===== src/rtl/alu_arbiter.sv =====
// alu_arbiter: two-requester front end for one shared ALU. A granted request is
// executed for one cycle; the captured result is then held until its owner takes it.
module alu_arbiter #(
    parameter int unsigned RR_EN = 1
) (
    input  logic        clk,
    input  logic        rst,
    input  logic [1:0]  req_valid,
    output logic [1:0]  req_ready,
    input  logic [7:0]  req_op,
    input  logic [63:0] req_in1,
    input  logic [63:0] req_in2,
    output logic [1:0]  rsp_valid,
    input  logic [1:0]  rsp_ready,
    output logic [31:0] rsp_out,
    output logic        rsp_zero,
    output logic [31:0] alu_in1,
    output logic [31:0] alu_in2,
    output logic [3:0]  alu_op,
    input  logic [31:0] alu_out,
    input  logic        alu_zero
);

    localparam int unsigned N_REQ  = 2;
    localparam int unsigned OP_W   = 4;
    localparam int unsigned DATA_W = 32;

    typedef enum logic [1:0] {
        IDLE = 2'd0,
        EXEC = 2'd1,
        RESP = 2'd2
    } state_t;

    state_t             state_q;
    state_t             state_d;
    logic [N_REQ-1:0]   grant_c;
    logic               gnt_idx;
    logic               accept;
    logic               capture;
    logic               rsp_done;

    logic               owner_q;
    logic               last_q;
    logic [OP_W-1:0]    op_q;
    logic [DATA_W-1:0]  in1_q;
    logic [DATA_W-1:0]  in2_q;

    logic [OP_W-1:0]    sel_op;
    logic [DATA_W-1:0]  sel_in1;
    logic [DATA_W-1:0]  sel_in2;

    logic [N_REQ-1:0]   rsp_valid_q;
    logic [DATA_W-1:0]  rsp_out_q;
    logic               rsp_zero_q;

    // Grant: a lone requester always wins; on contention last_q names the previous winner.
    always_comb begin
        grant_c = '0;
        case (req_valid)
            2'b01:   grant_c = 2'b01;
            2'b10:   grant_c = 2'b10;
            2'b11:   grant_c = ((RR_EN != 0) && !last_q) ? 2'b10 : 2'b01;
            default: grant_c = '0;
        endcase
    end

    assign gnt_idx = grant_c[1];

    // Payload of the granted requester.
    always_comb begin
        sel_op  = gnt_idx ? req_op[2*OP_W-1:OP_W]       : req_op[OP_W-1:0];
        sel_in1 = gnt_idx ? req_in1[2*DATA_W-1:DATA_W]  : req_in1[DATA_W-1:0];
        sel_in2 = gnt_idx ? req_in2[2*DATA_W-1:DATA_W]  : req_in2[DATA_W-1:0];
    end

    always_ff @(posedge clk or posedge rst) begin
        if (rst) begin
            state_q <= IDLE;
        end else begin
            state_q <= state_d;
        end
    end

    always_comb begin
        state_d   = state_q;
        req_ready = '0;
        accept    = 1'b0;
        capture   = 1'b0;
        rsp_done  = 1'b0;
        case (state_q)
            IDLE: begin
                req_ready = grant_c;
                if (|(req_valid & grant_c)) begin
                    accept  = 1'b1;
                    state_d = EXEC;
                end
            end
            EXEC: begin
                capture = 1'b1;
                state_d = RESP;
            end
            RESP: begin
                if (rsp_ready[owner_q]) begin
                    rsp_done = 1'b1;
                    state_d  = IDLE;
                end
            end
            default: state_d = IDLE;
        endcase
    end

    // Operand registers are the only source of the ALU inputs, so they stay put outside EXEC.
    always_ff @(posedge clk or posedge rst) begin
        if (rst) begin
            op_q    <= '0;
            in1_q   <= '0;
            in2_q   <= '0;
            owner_q <= 1'b0;
            last_q  <= 1'b1;
        end else if (accept) begin
            op_q    <= sel_op;
            in1_q   <= sel_in1;
            in2_q   <= sel_in2;
            owner_q <= gnt_idx;
            last_q  <= gnt_idx;
        end
    end

    always_ff @(posedge clk or posedge rst) begin
        if (rst) begin
            rsp_valid_q <= '0;
            rsp_out_q   <= '0;
            rsp_zero_q  <= 1'b0;
        end else if (capture) begin
            rsp_valid_q <= owner_q ? 2'b10 : 2'b01;
            rsp_out_q   <= alu_out;
            rsp_zero_q  <= alu_zero;
        end else if (rsp_done) begin
            rsp_valid_q <= '0;
        end
    end

    assign alu_op    = op_q;
    assign alu_in1   = in1_q;
    assign alu_in2   = in2_q;
    assign rsp_valid = rsp_valid_q;
    assign rsp_out   = rsp_out_q;
    assign rsp_zero  = rsp_zero_q;

    // Structural invariants of the handshake.
    a_rsp_onehot: assert property (@(posedge clk) disable iff (rst) $onehot0(rsp_valid));
    a_ready_idle: assert property (@(posedge clk) disable iff (rst)
                                   (state_q != IDLE) |-> (req_ready == 2'b00));

endmodule


===== config.mk =====
export PLATFORM = sky130hd
export DESIGN_NAME = alu_arbiter
export DESIGN_NICKNAME = d
export VERILOG_FILES = /design/src/rtl/alu_arbiter.sv
export SDC_FILE = /design/constraint.sdc
export NUM_CORES = 1
export LEC_CHECK = 0
export ABC_AREA = 1
export BUFFER_PORTS_ARGS = -buffer_cell sky130_fd_sc_hd__buf_2
export CORE_AREA = 2 2 108 110
export DETAILED_ROUTE_END_ITERATION = 7
export DIE_AREA = 0 0 110 112
export PLACE_DENSITY = 0.84
export SLEW_MARGIN = 20
export SYNTH_ARGS = -nofsm -noshare
export SYNTH_HDL_FRONTEND = slang
export SYNTH_SLANG_ARGS = --single-unit

===== constraint.sdc =====
create_clock -name clk -period 7.8 [get_ports clk]
set_clock_uncertainty 0.05 [all_clocks]
set_input_delay 1.95 -clock clk [delete_from_list [all_inputs] [get_ports clk]]
set_output_delay 1.95 -clock clk [all_outputs]
set_load 0.03 [all_outputs]

==> run_results.csv, run 1 <==
group,metric,value,unit
run_status,status,"complete, no violations",
yosys,netlist_area,0.005338,mm²
sta,period_minus_slack,4.670,ns
clock_tree,path_clk_slew,0.07,ns
power_and_ir_drop,powerDensity,417.4,mW/mm²
worst_setup_path,r2r-start,"state_q[0]$_DFFE_PP0P_",
floorplanning,core,0.01117,mm²
yosys,synth.area.top_cells,"dfrtp_1 (50%), nand2_1 (22%), nand3_1 (13%), inv_1 (10%), clkbuf_1 (1.3%)",
finish,drive_above_1_share,30.34,%
clock_tree,cts_setup_buffers,0,
floorplanning,die_x,110,µm
sta,timing.fmax,0.2142,GHz
worst_setup_path,crit_required,5.80,ns
floorplanning,die_y,112,µm
yosys,synthSimpleGateAreaFrac,35.96,%
placed_design,routabilityCongestion,0.8204,
sta,whs,0.4259,ns
worst_setup_path,path_class,"in2out",
yosys,synthCells,756,
clock_tree,cts_sinks,107,
floorplanning,initial_utilization,47.77,%
worst_setup_path,critPathMaxFanout,5,
yosys,synth-compound-area-share,0.1875,%
finish,instances_no_fill,1159,
route,drc,0,
clock_tree,cts_tree,"built",
grt,grt_pass1_wl,23290,µm
power_and_ir_drop,irDropWorstVdd,0.2374,mV
worst_setup_path,crit_slowest_cell,"buf_2",
finish,fin_util,63.51,%
sta,rsz0062_at_grt,"false",
yosys,synth_top_family_by_area,"simple AND/OR/NAND/NOR gates",
worst_setup_path,crit_family,"buffers and inverters",
worst_setup_path,cp_data_arrival_time,2.67,ns
sta,slew_headroom,35.65,%
sta,worst_pin_slew,0.9652,ns
clock_tree,cts_buffers,9,
clock_tree,cts-root-buf,"clkbuf_16",
yosys,ys_warn_count,0,
worst_setup_path,cp_common_cell,"buf_2",
route,dr.pass1.iters,4,
placed_design,hpwlAfterDp,10300,µm
yosys,syn_nets,931,
worst_setup_path,slowest_delay,0.24,ns
placed_design,port-buffer-count,279,
power_and_ir_drop,power.leakage,4.675,nW
yosys,synth_mux_area_share,0,%
job,drv_cap,0,
sta,finalHoldViolCount,0,
sta,totalNegativeSetupSlack,0,ns
yosys,synth-adder-area-share,0,%
route,drt_iter0_markers,396,
route,via_count,5417,
grt,first_global_vias,5022,
grt,grt_max_degree,73,
clock_tree,insertion_delay,0.34,ns
grt,grtUsageMet1,31.52,%
yosys,synth_top_area_share,49.70,%
route,totalWireLength,14540,µm
yosys,yosysSeqAreaShare,50.19,%
finish,finalNetCount,1185,
yosys,yosysTopAreaCell,"dfrtp_1",
grt,groute.layer.met3.usage,5.328,%
worst_setup_path,worst-path-buf-inv,2,
clock_tree,cts_hold_buf,0,
floorplanning,row_count,39,
clock_tree,cts_buffer_depth,2,
worst_setup_path,crit_chain,"buf_2 -> nand2_1 -> nand2_2 -> nor2_1 -> buf_2",
clock_tree,h-tree-depth,3,
floorplanning,pin_count,280,
clock_tree,ctsResizeCount,0,
worst_setup_path,crit_start,"req_valid[1]",
worst_setup_path,crit_path_end_kind,"primary output",
finish,layout_common_cells,"nand2_1 (314), buf_2 (279), inv_1 (141)",
grt,track_usage,24.07,%
sta,drv_slew,0,
finish,fin_area,0.007097,mm²
finish,syn_to_final_growth,32.96,%
grt,antenna_found_initial,2,
grt,grt.busiest_layer,"met2",
yosys,syn_area_per_cell,7.060,µm²
yosys,synthDistinctLibCells,17,
finish,mostFrequentLayoutCell,"nand2_1",
floorplanning,die_area,0.01232,mm²
min_path,hp-start,"alu_in1[30]$_DFFE_PP0P_",
min_path,hp-class,"reg2reg",
sta,setup_viol,0,
route,ant_nets,0,
sta,fin_crit_sh,59.87,%
route,viasPerCell,4.674,
route,routedWlPerCell,12.55,µm
grt,grt_use_met2,39.43,%
yosys,ys_ff_latch,107,
yosys,synth_xor_area_share,0,%
grt,grt_overflow,0,
worst_setup_path,worstSetupStartpointType,"input port",
placed_design,dp_cells,1142,
placed_design,placed_cell_area,0.006777,mm²
metrics by stage:
step / setup WS (ns) / power [mW]
finish: 3.130 / 2.962
global placement: 3.117 / 2.474
global route: 3.067 / 3.172
floorplan: 2.984 / 2.039
detailed placement: 3.137 / 2.505
CTS: 3.134 / 2.985
path summary, 6_finish.rpt:
kind	depth (start not counted)	slack (ns)	endpoint
max in group asynchronous	3	4.90	alu_in1[31]$_DFFE_PP0P_
min reg2reg	2	0.43	alu_in1[30]$_DFFE_PP0P_
max reg2reg	6	4.85	alu_in2[8]$_DFFE_PP0P_
min in group asynchronous	2	1.59	rsp_out[25]$_DFFE_PP0P_
min	2	0.43	alu_in1[30]$_DFFE_PP0P_
max	5	3.13	req_ready[0]
logic make-up (layout without fill, tap and decap cells):
family,Yosys count,in the layout
buffers and inverters,185,444
DFF,107,107
other,0,1
AOI/OAI and AO/OA,2,2
and+or+nand+nor,462,462
registers in the layout, summed over array words and instances (netlist names):
register   count
owner_q        1
alu_in2       32
rsp_valid      2
alu_op         4
state_q        2
last_q         1
rsp_out       32
rsp_zero       1
alu_in1       32
tightest hold or removal path, cell delays in order, from the launching register on:
cell     delay (ns)
dfrtp_1        0.34
nand2_1        0.05
nand2_1        0.06
cell type report:
type	count	area, µm²
fill	1053	4078
sequential	107	2679
multi-input combinational	464	1942
timing repair buffer	284	1434
inverter	144	544.3
clock buffer	9	225.2
tap	143	178.9
clock inverter	7	91.34
antenna	1	2.502
synth_stat cells:
cell type,instances
buf_1,6
buf_4,1
nor2_1,3
or2_1,1
nor2_4,1
buf_6,2
dfrtp_1,106
dfstp_2,1
o21ai_1,1
clkinv_1,1
inv_2,1
buf_2,13
clkbuf_1,19
o21ai_0,1
nand3_1,140
inv_1,142
nand2_1,317
where the power goes:
group	switching (mW)	total (mW)	internal, mW
logic	1.10	1.52	0.413
registers	0.142	0.970	0.828
clock network	0.218	0.475	0.258
routing by layer:
metal | wire, µm | vias to the layer above | part of all wire [%]
met5 | 13 | - | 0.089
met4 | 346 | 2 | 2.4
met3 | 1083 | 30 | 7.4
met2 | 7024 | 233 | 48
met1 | 6073 | 2394 | 42
li1 | - | 2758 | -
No activity file was read; power rests on OpenSTA's default activity.
==> run 2: changes to the inputs <==
ABC_AREA = 0   (was 1)
CORE_AREA = not set   (was 2 2 108 110)
CORE_MARGIN = 1   (was not set)
CORE_UTILIZATION = 44   (was not set)
DIE_AREA = not set   (was 0 0 110 112)
PLACE_DENSITY = 0.8   (was 0.84)
clock period = 4.7 ns   (was 7.8 ns; I/O delays follow)
==> run 2 against run 1 <==
Against the previous run: sequential share of layout area grew 3.1 points; global-route usage is 0.96 points higher; synthesized cell count down 26%; critical endpoint unchanged; largest power group unchanged.
==> run_results.csv, run 2 <==
group,metric,value,unit
worst_setup_path,slowest_delay,0.40,ns
yosys,ys_ff_latch,107,
floorplanning,core,0.01089,mm²
power_and_ir_drop,clockPowerShare,12.1,%
clock_tree,path_clk_slew,0.09,ns
worst_setup_path,cp_data_arrival_time,2.01,ns
clock_tree,cts_buffers,9,
route,ant_nets,0,
placed_design,routabilityCongestion,0.8724,
route,viasPerCell,5.256,
sta,worst_pin_slew,0.9792,ns
yosys,synthArstFlopShare,100.0,%
yosys,synthCells,558,
sta,finalHoldViolCount,0,
sta,rsz0062_at_grt,"false",
clock_tree,h-tree-depth,3,
finish,diodes,0,
sta,setup_viol,0,
sta,fin_crit_sh,68.84,%
sta,whs,0.4269,ns
worst_setup_path,crit_slowest_cell,"buf_2",
finish,drive_above_1_share,38.84,%
worst_setup_path,crit_required,3.47,ns
power_and_ir_drop,power_frac_comb,54.0,%
job,drv_cap,0,
grt,first_global_vias,4719,
finish,layout_common_cells,"buf_2 (279), dfrtp_1 (106), nand2_1 (100)",
worst_setup_path,crit_path_end_kind,"primary output",
power_and_ir_drop,intPower,2.381,mW
worst_setup_path,cp_common_cell,"buf_2",
worst_setup_path,crit_start,"req_valid[0]",
yosys,synth.most_common_cell,"dfrtp_1",
grt,track_usage,25.03,%
min_path,hp-class,"reg2reg",
floorplanning,die_area,0.01160,mm²
placed_design,dp_cells,935,
sta,totalNegativeSetupSlack,0,ns
worst_setup_path,r2r.worst_path.cells,4,
worst_setup_path,r2r-end,"alu_in1[15]$_DFFE_PP0P_",
clock_tree,insertion_delay,0.35,ns
worst_setup_path,worst-path-buf-inv,2,
worst_setup_path,worstSetupStartpointType,"input port",
clock_tree,ctsResizeCount,0,
route,via_count,4998,
finish,mostFrequentLayoutCell,"buf_2",
worst_setup_path,critPathMaxFanout,23,
placed_design,hpwlAfterDp,10080,µm
yosys,netlist_area,0.004918,mm²
floorplanning,row_count,38,
grt,grt_overflow,0,
yosys,syn_area_per_cell,8.814,µm²
finish,finalNetCount,981,
clock_tree,cts_buffer_depth,2,
grt,grt_pass1_wl,22820,µm
power_and_ir_drop,power.leakage,3.412,nW
route,totalWireLength,14750,µm
yosys,yosysSeqAreaShare,54.46,%
sta,period_minus_slack,3.236,ns
yosys,yosysTopAreaCell,"dfrtp_1",
yosys,synthDistinctLibCells,25,
floorplanning,initial_utilization,45.17,%
yosys,yosys-top-cells-count,"dfrtp_1 (106), nand2_1 (100), nor2_1 (72), a21oi_1 (71), o31ai_1 (68)",
grt,grt_max_degree,71,
yosys,synth_edf_count,0,
grt,antenna_found_initial,0,
floorplanning,die_x,107.7,µm
clock_tree,cts_setup_buffers,0,
finish,syn_to_final_growth,33.20,%
yosys,ys_warn_count,0,
power_and_ir_drop,netSwitchingPower,2.362,mW
route,drt_iter0_markers,295,
run_status,status,"complete, no violations",
power_and_ir_drop,powerDensity,724.1,mW/mm²
worst_setup_path,crit_chain,"buf_2 -> nand2_1 -> nor2_1 -> buf_2",
yosys,syn_nets,733,
clock_tree,cts_hold_buf,0,
power_and_ir_drop,irDropWorstVdd,0.3857,mV
sta,slew_headroom,34.55,%
route,routedWlPerCell,15.50,µm
worst_setup_path,cp.depth,4,
route,dr.pass1.iters,5,
yosys,synth.area.top_cells,"dfrtp_1 (54%), o31ai_1 (10%), nand2_1 (7.6%), a21oi_1 (7.2%), o21ai_0 (6.7%)",
floorplanning,die_y,107.7,µm
worst_setup_path,path_class,"in2out",
worst_setup_path,crit_family,"buffers and inverters",
placed_design,port-buffer-count,279,
worst_setup_path,r2r-start,"last_q$_DFFE_PP1P_",
power_and_ir_drop,seqPwrFrac,33.9,%
worst_setup_path,worstSetupEndpoint,"req_ready[0]",
route,drc,0,
worst_setup_path,rrSetupSlack,2.68,ns
power_and_ir_drop,swShare,49.79,%
yosys,ys.flop_type,"dfrtp_1",
clock_tree,cts-root-buf,"clkbuf_8",
yosys,synth_top_area_share,53.93,%
sta,fin_ws,1.465,ns
clock_tree,cts_tree,"built",
finish,instances_no_fill,951,
floorplanning,pin_count,280,
placed_design,pre_cts_slack,1.485,ns
clock_tree,cts_sinks,107,
sta,timing.fmax,0.3091,GHz
sta,drv_slew,0,
[run 2: cells by family (layout without fill, tap and decap cells)]
| family | Yosys count | count (layout) | synth area share [%] |
|---|---|---|---|
| AO/OA/AOI/OAI | 215 | 215 | 26.05 |
| flip-flops | 107 | 107 | 54.46 |
| AND/OR/NAND/NOR | 179 | 179 | 13.99 |
| buffers and inverters | 56 | 309 | 5.266 |
| multiplexers | 1 | 1 | 0.2289 |
[run 2: final cells by class]
type	instances	area, µm²
clock buffer	11	141.4
clock inverter	5	62.56
fill	969	4337
inverter	3	13.76
multi-input combinational	395	2001
sequential	107	2679
tap	140	175.2
timing repair buffer	290	1479
[run 2: routing by layer]
metal	GRT usage, %	up-vias	share of wire [%]
li1	-	2418	-
met1	30.70	2325	41
met2	42.17	225	49
met3	5.085	30	7.3
met4	11.64	0	2.6
met5	0	-	0
[run 2: worst min-delay path, delay by kind of cell (launching register included)]
family / cells / cell delay (ns)
simple gates: 2 / 0.11
flops: 1 / 0.35
[run 2: power by group through the flow]
stage               combinational [mW]  sequential [mW]  clock [mW]
global route                      2.78             1.67       0.629
floorplan                        0.949             2.46           0
detailed placement                2.58             1.62           0
global placement                  2.54             1.62           0
CTS                               2.58             1.61       0.594
finish                            2.56             1.61       0.573
[run 2: worst min-delay path by stage]
stage,startpoint,endpoint,slack (ns),cells past startpoint
finish,rsp_out[22]$_DFFE_PP0P_,rsp_out[22]$_DFFE_PP0P_,0.43,2
global route,rsp_out[22]$_DFFE_PP0P_,rsp_out[22]$_DFFE_PP0P_,0.44,2
CTS,rsp_out[11]$_DFFE_PP0P_,rsp_out[11]$_DFFE_PP0P_,0.43,2
detailed placement,rsp_out[11]$_DFFE_PP0P_,rsp_out[11]$_DFFE_PP0P_,0.41,2
global placement,rsp_out[24]$_DFFE_PP0P_,rsp_out[24]$_DFFE_PP0P_,0.40,2
floorplan,owner_q$_DFFE_PP0P_,rsp_valid[0]$_DFFE_PP0P_,0.46,1
[run 2: through the flow]
stage | power, mW | cell area [µm²] | utilization, %
floorplan | 3.413 | 4918 | -
global placement | 4.157 | 6347 | 58.30
detailed placement | 4.204 | 6347 | 58.30
CTS | 4.785 | 6551 | 60.17
global route | 5.074 | 6551 | 60.17
finish | 4.743 | 6551 | 60.17
